### src/rtl/alu_pkg.sv
// Shared types for the iterative ALU: opcodes, flag
// bit positions and controller states.
package alu_pkg;

  typedef enum logic [3:0] {
    OP_ADD  = 4'd0,
    OP_SUB  = 4'd1,
    OP_NOT  = 4'd2,
    OP_AND  = 4'd3,
    OP_OR   = 4'd4,
    OP_XOR  = 4'd5,
    OP_SLT  = 4'd6,
    OP_EQ   = 4'd7,
    OP_MUL  = 4'd8,
    OP_DIVU = 4'd9,
    OP_REMU = 4'd10,
    OP_SLL  = 4'd11,
    OP_SRL  = 4'd12,
    OP_SRA  = 4'd13
  } op_e;

  localparam int F_ZERO  = 0;
  localparam int F_NEG   = 1;
  localparam int F_CARRY = 2;
  localparam int F_OVF   = 3;
  localparam int F_DZ    = 4;
  localparam int F_ERR   = 5;

  typedef enum logic [1:0] {
    S_IDLE,
    S_BUSY,
    S_DONE
  } state_e;

endpackage

### src/rtl/alu_iter_unit.sv
// Bit-serial datapath: shift-add multiply and
// restoring divide, one step per cycle for WIDTH cycles.
module alu_iter_unit #(
  parameter int WIDTH = 4
) (
  input  logic             clk,
  input  logic             rst_n,
  input  logic             start,
  input  logic             div,
  input  logic [WIDTH-1:0] a,
  input  logic [WIDTH-1:0] b,
  output logic             done,
  output logic [WIDTH-1:0] quo,
  output logic [WIDTH-1:0] hi_res
);
  localparam int CW = $clog2(WIDTH);

  logic             busy;
  logic             div_q;
  logic [CW-1:0]    cnt;
  logic [WIDTH-1:0] lo, hi, x, y;
  logic [WIDTH-1:0] n_lo, n_hi;
  logic [WIDTH:0]   tmp, diff;
  logic             ge;

  assign done = busy && (cnt == CW'(WIDTH - 1));
  assign quo = n_lo;
  assign hi_res = n_hi;

  // hi is the partial remainder (divide) or accumulator (multiply)
  always_comb begin
    tmp  = {hi, lo[WIDTH-1]};
    diff = tmp - {1'b0, x};
    ge   = ~diff[WIDTH];
    n_lo = lo;
    n_hi = hi + (y[0] ? x : '0);
    if (div_q) begin
      n_lo = {lo[WIDTH-2:0], ge};
      n_hi = ge ? diff[WIDTH-1:0] : tmp[WIDTH-1:0];
    end
  end

  always_ff @(posedge clk or negedge rst_n) begin
    if (!rst_n) begin
      busy  <= 1'b0;
      div_q <= 1'b0;
      cnt   <= '0;
      lo    <= '0;
      hi    <= '0;
      x     <= '0;
      y     <= '0;
    end else if (start) begin
      busy  <= 1'b1;
      div_q <= div;
      cnt   <= '0;
      lo    <= a;
      hi    <= '0;
      x     <= div ? b : a;
      y     <= b;
    end else if (busy) begin
      lo  <= n_lo;
      hi  <= n_hi;
      y   <= y >> 1;
      cnt <= cnt + CW'(1);
      if (!div_q) x <= x << 1;
      if (done) busy <= 1'b0;
    end
  end

endmodule

### src/rtl/iter_alu.sv
// ALU with valid/ready handshake; single-cycle logic ops,
// iterative multiply/divide via alu_iter_unit.
module iter_alu #(
  parameter int WIDTH = 4,
  parameter int OPW   = 4
) (
  input  logic             clk,
  input  logic             rst_n,
  input  logic             in_valid,
  output logic             in_ready,
  input  logic [OPW-1:0]   in_op,
  input  logic [WIDTH-1:0] in_a,
  input  logic [WIDTH-1:0] in_b,
  output logic             out_valid,
  input  logic             out_ready,
  output logic [WIDTH-1:0] out_res,
  output logic [5:0]       out_flags
);
  import alu_pkg::*;

  localparam int MSB = WIDTH - 1;
  localparam logic [WIDTH-1:0] WL = WIDTH[WIDTH-1:0];

  state_e           state, nxt;
  logic [OPW-1:0]   op_q;
  logic             dz_q;
  logic             accept, multi;
  logic [WIDTH-1:0] sh, s_res, m_res;
  logic [WIDTH:0]   sum;
  logic [5:0]       s_fl, m_fl;
  logic             u_done;
  logic [WIDTH-1:0] u_quo, u_hi;

  assign in_ready  = (state == S_IDLE);
  assign out_valid = (state == S_DONE);
  assign accept    = in_valid && in_ready;
  assign multi     = (in_op == OP_MUL) ||
                     (in_op == OP_DIVU) ||
                     (in_op == OP_REMU);

  alu_iter_unit #(.WIDTH(WIDTH)) u_iter (
    .clk    (clk),
    .rst_n  (rst_n),
    .start  (accept && multi),
    .div    (in_op != OP_MUL),
    .a      (in_a),
    .b      (in_b),
    .done   (u_done),
    .quo    (u_quo),
    .hi_res (u_hi)
  );

  always_comb begin
    s_res = '0;
    s_fl  = '0;
    sum   = '0;
    sh    = in_b % WL;
    case (in_op)
      OP_ADD: begin
        sum = {1'b0, in_a} + {1'b0, in_b};
        s_res = sum[MSB:0];
        s_fl[F_CARRY] = sum[WIDTH];
        s_fl[F_OVF] = (in_a[MSB] == in_b[MSB]) &&
                      (s_res[MSB] != in_a[MSB]);
      end
      OP_SUB: begin
        sum = {1'b0, in_a} + {1'b0, ~in_b} +
              (WIDTH+1)'(1);
        s_res = sum[MSB:0];
        s_fl[F_CARRY] = sum[WIDTH];
        s_fl[F_OVF] = (in_a[MSB] != in_b[MSB]) &&
                      (s_res[MSB] != in_a[MSB]);
      end
      OP_NOT: s_res = ~in_a;
      OP_AND: s_res = in_a & in_b;
      OP_OR:  s_res = in_a | in_b;
      OP_XOR: s_res = in_a ^ in_b;
      OP_SLT: s_res = {{(WIDTH-1){1'b0}},
                       $signed(in_a) < $signed(in_b)};
      OP_EQ:  s_res = {{(WIDTH-1){1'b0}},
                       in_a == in_b};
      OP_SLL: s_res = in_a << sh;
      OP_SRL: s_res = in_a >> sh;
      OP_SRA: s_res = $signed(in_a) >>> sh;
      default: ;
    endcase
    if (in_op > OPW'(OP_SRA)) begin
      s_fl[F_ERR] = 1'b1;
    end else begin
      s_fl[F_ZERO] = (s_res == '0);
      s_fl[F_NEG]  = s_res[MSB];
    end
  end

  always_comb begin
    m_res = (op_q == OP_DIVU) ? u_quo : u_hi;
    m_fl = '0;
    m_fl[F_ZERO] = (m_res == '0);
    m_fl[F_NEG]  = m_res[MSB];
    m_fl[F_DZ]   = dz_q;
  end

  always_comb begin
    nxt = state;
    case (state)
      S_IDLE:
        if (in_valid) nxt = multi ? S_BUSY : S_DONE;
      S_BUSY:
        if (u_done) nxt = S_DONE;
      S_DONE:
        if (out_ready) nxt = S_IDLE;
      default: nxt = S_IDLE;
    endcase
  end

  always_ff @(posedge clk or negedge rst_n) begin
    if (!rst_n) begin
      state     <= S_IDLE;
      op_q      <= '0;
      dz_q      <= 1'b0;
      out_res   <= '0;
      out_flags <= '0;
    end else begin
      state <= nxt;
      if (accept) begin
        op_q <= in_op;
        dz_q <= (in_b == '0) && (in_op != OP_MUL);
        if (!multi) begin
          out_res   <= s_res;
          out_flags <= s_fl;
        end
      end
      if (state == S_BUSY && u_done) begin
        out_res   <= m_res;
        out_flags <= m_fl;
      end
    end
  end

endmodule

### config.mk
export PLATFORM = sky130hd
export DESIGN_NAME = iter_alu
export DESIGN_NICKNAME = d
export VERILOG_FILES = /design/src/rtl/alu_pkg.sv /design/src/rtl/alu_iter_unit.sv /design/src/rtl/iter_alu.sv
export SDC_FILE = /design/constraint.sdc
export NUM_CORES = 1
export LEC_CHECK = 0
export BUFFER_PORTS_ARGS = -buffer_cell sky130_fd_sc_hd__buf_4
export CAP_MARGIN = 20
export CORE_ASPECT_RATIO = 0.7
export CORE_UTILIZATION = 60
export CTS_BUF_LIST = sky130_fd_sc_hd__clkbuf_4 sky130_fd_sc_hd__clkbuf_8
export CTS_CLUSTER_SIZE = 8
export DETAILED_ROUTE_END_ITERATION = 10
export PLACE_DENSITY = 0.87
export SYNTH_ARGS = -nofsm -noshare
export SYNTH_HDL_FRONTEND = slang
export SYNTH_SLANG_ARGS = --single-unit
export TNS_END_PERCENT = 5
### constraint.sdc
create_clock -name clk -period 5.55 [get_ports clk]
set_clock_uncertainty 0.1 [all_clocks]
set_input_delay 1.3875 -clock clk [delete_from_list [all_inputs] [get_ports clk]]
set_output_delay 1.3875 -clock clk [all_outputs]
set_load 0.01 [all_outputs]
# Yosys cells after proc, flatten, opt, wreduce, memory -nomap -nowiden
# Cells that the tools add are included.
totals:
  reg_bits: 37
  output_inout_bits: 12
classes:
  n_addsub: 6
  n_lt_le_gt_ge: 2
  eq_ne: 28
  shift: 3
  mux: 35
  bitwise_logic: 6
  n_reduce_logical: 19
op_table:
  columns: ["cell", "count"]
  rows:
  - ["$mux W4", 18]
  - ["$pmux W4 S11", 1]
  - ["$eq A4 B4 Y1 const B", 7]
  - ["$mux W6", 3]
  - ["$eq A4 B3 Y1 const B", 4]
  - ["$logic_not A4 Y1", 4]
  - ["$mux W2", 7]
  - ["$add A4 B4 Y5", 2]
  - ["$eq A4 B2 Y1 const B", 2]
  - ["$not A4 Y4", 2]
  - ["$logic_and A1 B1 Y1", 7]
  - ["$ne A2 B1 Y1 const B", 3]
  - ["$pmux W2 S3", 1]
  - ["$add A5 B1 Y5 const B", 1]
  - ["$sub A5 B4 Y5", 1]
  - ["$add A4 B4 Y4", 1]
  - ["$and A4 B4 Y4", 1]
  - ["$eq A2 B2 Y1 const B", 2]
  - ["$eq A4 B1 Y1 const B", 1]
  - ["$eq A4 B4 Y1", 1]
  - ["$gt A4 B4 Y1 const B", 1]
  - ["$lt A4 B4 Y1", 1]
  - ["$mux W1", 4]
  - ["$ne A2 B2 Y1 const B", 2]
  - ["other kinds (17)", 22]

# Depth between registers and ports, before layout
depth:
  ltp_word: 9
  depth_mapped: 11
  depth_no_buf: 11

# Hierarchy
# From an unflattened synthesis, not the netlist that was laid out.
unflattened:
  cells_unflattened: 352
  area_unflattened_um2: 3088.0
by_module_without_submodules:
  columns: ["module", "instances", "cells_each", "area_per_inst_um2", "seq_area_each_um2"]
  rows:
  - ["iter_alu", 1, 207, 1714.1, 425.4]
  - ["alu_iter_unit", 1, 145, 1373.8, 500.5]

# Worst setup path before layout
# No wires, ideal clock.
synth_timing:
  path_kind: "input to register"
  from: "input in_a[3]"
  to: "register out_flags[0]"
  setup_ps: 118
  arrival_ps: 3300
  t_required_ps: 5332
  slack_ps: 2032
  stages: 11
  path_buffers: 2
  path_cell_list: "clkbuf_1 inv_1 ha_1 clkbuf_1 inv_1 mux2i_1 a22oi_1 o21a_1 and3_1 a32o_1 a21o_1"
synth_between:
  elab_chain_len: 8
synth_lines:
  columns: ["element", "line", "text"]
  rows:
  - ["from (decl)", "iter_alu.sv:12", "input logic [WIDTH-1:0] in_a,"]
  - ["$add A4 B4 Y5", "iter_alu.sv:67", "sum = {1'b0, in_a} + {1'b0, ~in_b} +"]
  - ["$add A5 B1 Y5", "iter_alu.sv:67", null]
  - ["$pmux W4 S11 *", "iter_alu.sv:58", "case (in_op)"]
  - ["$logic_not A4 Y1 *", "iter_alu.sv:90", "s_fl[F_ZERO] = (s_res == '0);"]
  - ["$mux W2 *", "iter_alu.sv:87", "if (in_op > OPW'(OP_SRA)) begin"]
  - ["$mux W6 *", "iter_alu.sv:128", "if (!multi) begin"]
  - ["$mux W6 *", "iter_alu.sv:125", "if (accept) begin"]
  - ["$mux W6 *", "iter_alu.sv:133", "if (state == S_BUSY && u_done) begin"]
  - ["to (signal assigned)", "iter_alu.sv:130", "out_flags <= s_fl;"]
  - ["to (signal assigned)", "iter_alu.sv:135", "out_flags <= m_fl;"]
  - ["to (decl)", "iter_alu.sv:17", "output logic [5:0] out_flags"]
# Mark *: on every way between the ends. The rest lies on a longest branch, timed or not. The select of a mux whose other input is x is not followed.
# A chain may end at the register's enable or synchronous reset.

# Worst setup path after layout
layout_timing:
  from: "input in_a[0]"
  to: "register out_flags[0]"
# The elaborated chain is that of the path after synthesis.

==> impl_summary.txt <==
----------------------------------------------------
[Worst setup path]
  FF-to-FF Start ... u_iter.lo[3]
  Worst setup EP type ... flip-flop
  Biggest cell delay along the critical path ... 0.41 ns
  Path depth of the worst reg2reg path ... 10
  Data required time of the critical path ... 5.64 ns
  Cell chain of the critical path ... buf_4, inv_1, ha_1, fa_1, nor2b_1, o311a_1, o31a_1, nor4bb_1, a32o_1, a21o_1
  Startpoint types ... input port
  Slowest-stage cell, CP ... fa_1
  Worst Path Max Fanout ... 7
  Count of buffer and inverter cells on the critical path ... 2
  Worst setup slack for register-to-register paths ... 2.48 ns
  Classification of the worst setup path ... input port to flip-flop
  Worst flop-to-flop path endpoint ... out_flags[0]
  CP top delay family ... compound AO/OA/AOI/OAI gates
  Arrival time worst endpoint ... 3.53 ns

[Synthesis]
  Most instantiated flip-flop cell in the synthesis netlist ... dfrtp_1
  Seq/Total Area, Yosys ... 29.39%
  Cell area after technology mapping ... 3151 µm²
  Average cell area after synthesis ... 8.401 µm²
  Fraction of registers with async set/reset ... 100.0%
  Number of flops mapped to enable cells by yosys ... 0
  Post-synthesis instance total ... 375
  Number of distinct library cells after synthesis ... 59
  Yosys warning count ... 0
  Flop and latch count out of synthesis ... 37
  Syn_nets ... 416

[Routing]
  DR pass1 iterations ... 5
  Post-detailed-route wirelength per cell ... 16.63 µm
  Post-route antenna net violation count ... 0
  Via total after detailed routing ... 2856
  DRC ... 0
  Aggregate routed wire length ... 7615 µm
  Number of vias per cell ... 6.236
  Detailed router's first-iteration violation count ... 208

[Power]
  P_sw ... 714.5 µW
  Switching power share of the total ... 44.40%
  Combinational share of power ... 55.8%
  Total leakage power ... 0.001577 µW
  Seq pwr share ... 32.2%
  Total design power ... 1609 µW
  Power density over the cells ... 467.8 nW/µm²
  Cell-internal power ... 894.7 µW
  Relative contribution of the clock network to total power ... 12.0%
  Worst IR Drop VDD ... 0.2214 mV

[CTS]
  Gates resized, CTS repair ... 0
  Buffer levels on the longest clock path ... 2
  Root buffer cell ... clkbuf_8
  H-tree level count ... 2
  CTS tree ... yes
  Post-CTS Repair Setup Buffers ... 0
  Hold buffers post-CTS ... 0
  Clock buffer count from CTS ... 5
  Insertion delay to the later sink of the worst-skew pair ... 0.30 ns
  Number of clock sinks seen by CTS ... 37
  Clock Pin Slew Worst Setup and Hold Paths ... 0.07 ns

[Placement]
  Half-perimeter wire length after placement ... 5834 µm
  Count of input and output buffers ... 27
  Weighted congestion at the end of routability-driven global placement ... 0.9934

[STA]
  Period utilisation layout ... 61.94%
  Highest attainable clock frequency ... 290.9 MHz
  Max-slew headroom ... 43.24%
  Worst hold slack after final layout ... 0.3982 ns
  Minimum period implied by the final worst setup slack ... 3.438 ns
  Slew at the pin closest to its max-slew limit ... 0.8399 ns
  Final max-slew violation count ... 0
  RSZ-0062 raised after global routing ... no
  Final-report setup violation count ... 0
  Setup TNS after final layout ... 0 ns
  Final Hold Vio Count ... 0

[Floorplan]
  Core box area ... 4913 µm²
  Top Ports ... 28
  Number of core rows ... 21
  Initial cell density of the core ... 64.12%
  Die area ... 5549 µm²
  Floorplan die width ... 88.61 µm
  Die Y-Extent ... 62.63 µm

[Finish]
  Antenna diodes ... 0
  Nets ... 430
  Most frequent standard cell in the layout excluding fill and tap cells ... nand2_1
  Commonest cells after routing, fill and taps aside ... nand2_1, dfrtp_1, nor2_1, buf_4
  Area delta synth->final ... 9.174%
  Share of cells above drive strength 1 ... 10.80%

[Global routing]
  Met1 track demand over resource in global routing ... 45.26%
  Wire length of the first global-routing pass ... 12440 µm
  Vias in the first global route ... 2556
  Total global-route track usage ... 29.49%
  Antenna violations before repair ... 0
  Total global routing overflow ... 0
  Maximum number of pins on one net before global-route repair ... 38
  Global Route met3 Usage ... 7.001%
  Layer with the highest usage ... met1
  Met2 routing resource usage after global routing ... 41.73%

[Min path]
  Min-delay worst type ... flip-flop to flip-flop
  Number of cells traversed by the worst hold path ... 2
  Startpoint of the lowest-slack hold path ... dz_q
  Hold Crit Endpoint ... dz_q

[Job]
  Max-Cap Viols ... 0

[Status]
  Result of the run ... finished clean

----------------------------------------------------
[per-stage QoR]
| step | util (%) | setup slack (ns) | instance area [µm²] | instances |
|---|---|---|---|---|
| after floorplan | - | 2.032 | 3151 | 375 |
| after global placement | 68.17 | 1.856 | 3349 | 451 |
| after detailed placement | 68.17 | 1.820 | 3349 | 451 |
| after CTS | 70.00 | 2.125 | 3440 | 458 |
| after global routing | 70.00 | 1.975 | 3440 | 458 |
| final | 70.00 | 2.112 | 3440 | 458 |
[worst max-delay path by stage]
stage / from / slack [ns] / endpoint / cells after the start
2_1_floorplan: in_a[3] / 2.03 / out_flags[0] / 11
3_3_place_gp: in_a[0] / 1.86 / out_flags[0] / 10
3_5_place_dp: in_a[0] / 1.82 / out_flags[0] / 10
4_1_cts: in_a[0] / 2.13 / out_flags[0] / 10
5_1_grt: in_a[0] / 1.97 / out_flags[0] / 11
6_report: in_a[0] / 2.11 / out_flags[0] / 10
[synth_stat cells (3+ instances only)]
master / n / share of area [%]
nor2_1: 28 / 3.3
a31oi_1: 4 / 0.79
o211ai_1: 4 / 0.95
nand3_1: 9 / 1.4
a21o_1: 5 / 1.2
nand4_1: 4 / 0.79
nor4b_1: 3 / 0.83
ha_1: 21 / 8.3
nand2b_1: 5 / 0.99
clkbuf_1: 17 / 2.0
and2_1: 4 / 0.79
fa_1: 4 / 2.5
nand3b_1: 6 / 1.4
a21oi_1: 20 / 3.2
o21ai_0: 25 / 4.0
nor3_1: 10 / 1.6
nor2b_1: 9 / 1.8
inv_1: 25 / 3.0
nand2_1: 46 / 5.5
mux2i_1: 17 / 5.4
o31ai_1: 3 / 0.71
nand4b_1: 3 / 0.83
a22oi_1: 3 / 0.71
a211oi_1: 10 / 2.4
dfrtp_1: 37 / 29
xnor2_1: 9 / 2.5
[cell type report]
type	instances	area [µm²]
inverters	25	93.84
multi-input cells	292	2033
flip-flops and latches	37	925.9
well taps	69	86.33
repair buffers	28	210.2
clock inverters	1	7.507
clock buffers	6	82.58
fillers	406	1474
[power groups by stage]
stage | Combinational [µW] | Clock, µW | Sequential, µW
after floorplan | 715 | 0 | 471
after global placement | 858 | 0 | 512
after detailed placement | 889 | 0 | 520
after CTS | 890 | 196 | 515
after global routing | 1000 | 207 | 537
final | 898 | 193 | 518
[sequential cells by signal, indices dropped and copies added, names as in the netlist]
| register | cells |
|---|---|
| out_flags | 6 |
| op_q | 4 |
| out_res | 4 |
| u_iter.hi | 4 |
| u_iter.lo | 4 |
| u_iter.x | 4 |
| u_iter.y | 4 |
| state | 2 |
| u_iter.cnt | 2 |
| dz_q | 1 |
| u_iter.busy | 1 |
| u_iter.div_q | 1 |
[worst register-to-register path: stages (launching register included)]
cell and delay [ns]:
dfrtp_1 0.44, inv_1 0.12, ha_1 0.15, inv_1 0.06
fa_1 0.46, a31oi_2 0.34, xnor2_2 0.24, mux2i_1 0.17
mux4_2 0.52, and3_1 0.20, a21o_1 0.16
[per-layer routing]
metal / vias to the layer above / wire length (µm)
li1: 1374 / -
met1: 1356 / 3679
met2: 115 / 3252
met3: 11 / 603
met4: 0 / 80
met5: - / 0
[kinds of logic (layout without fill, tap and decap cells)]
group                    after synthesis  after routing  share of synthesized area, %
flip-flops                            37             37                         29.39
buffers and inverters                 46             60                         6.076
adder cells (fa/ha/maj)               25             25                         10.88
XOR/XNOR                              12             12                         3.575
AND/OR/NAND/NOR                      137            137                         22.08
AO/OA/AOI/OAI                         99             99                         21.17
multiplexers                          19             19                         6.831
Note: power is estimated with default switching activity, not from simulation.
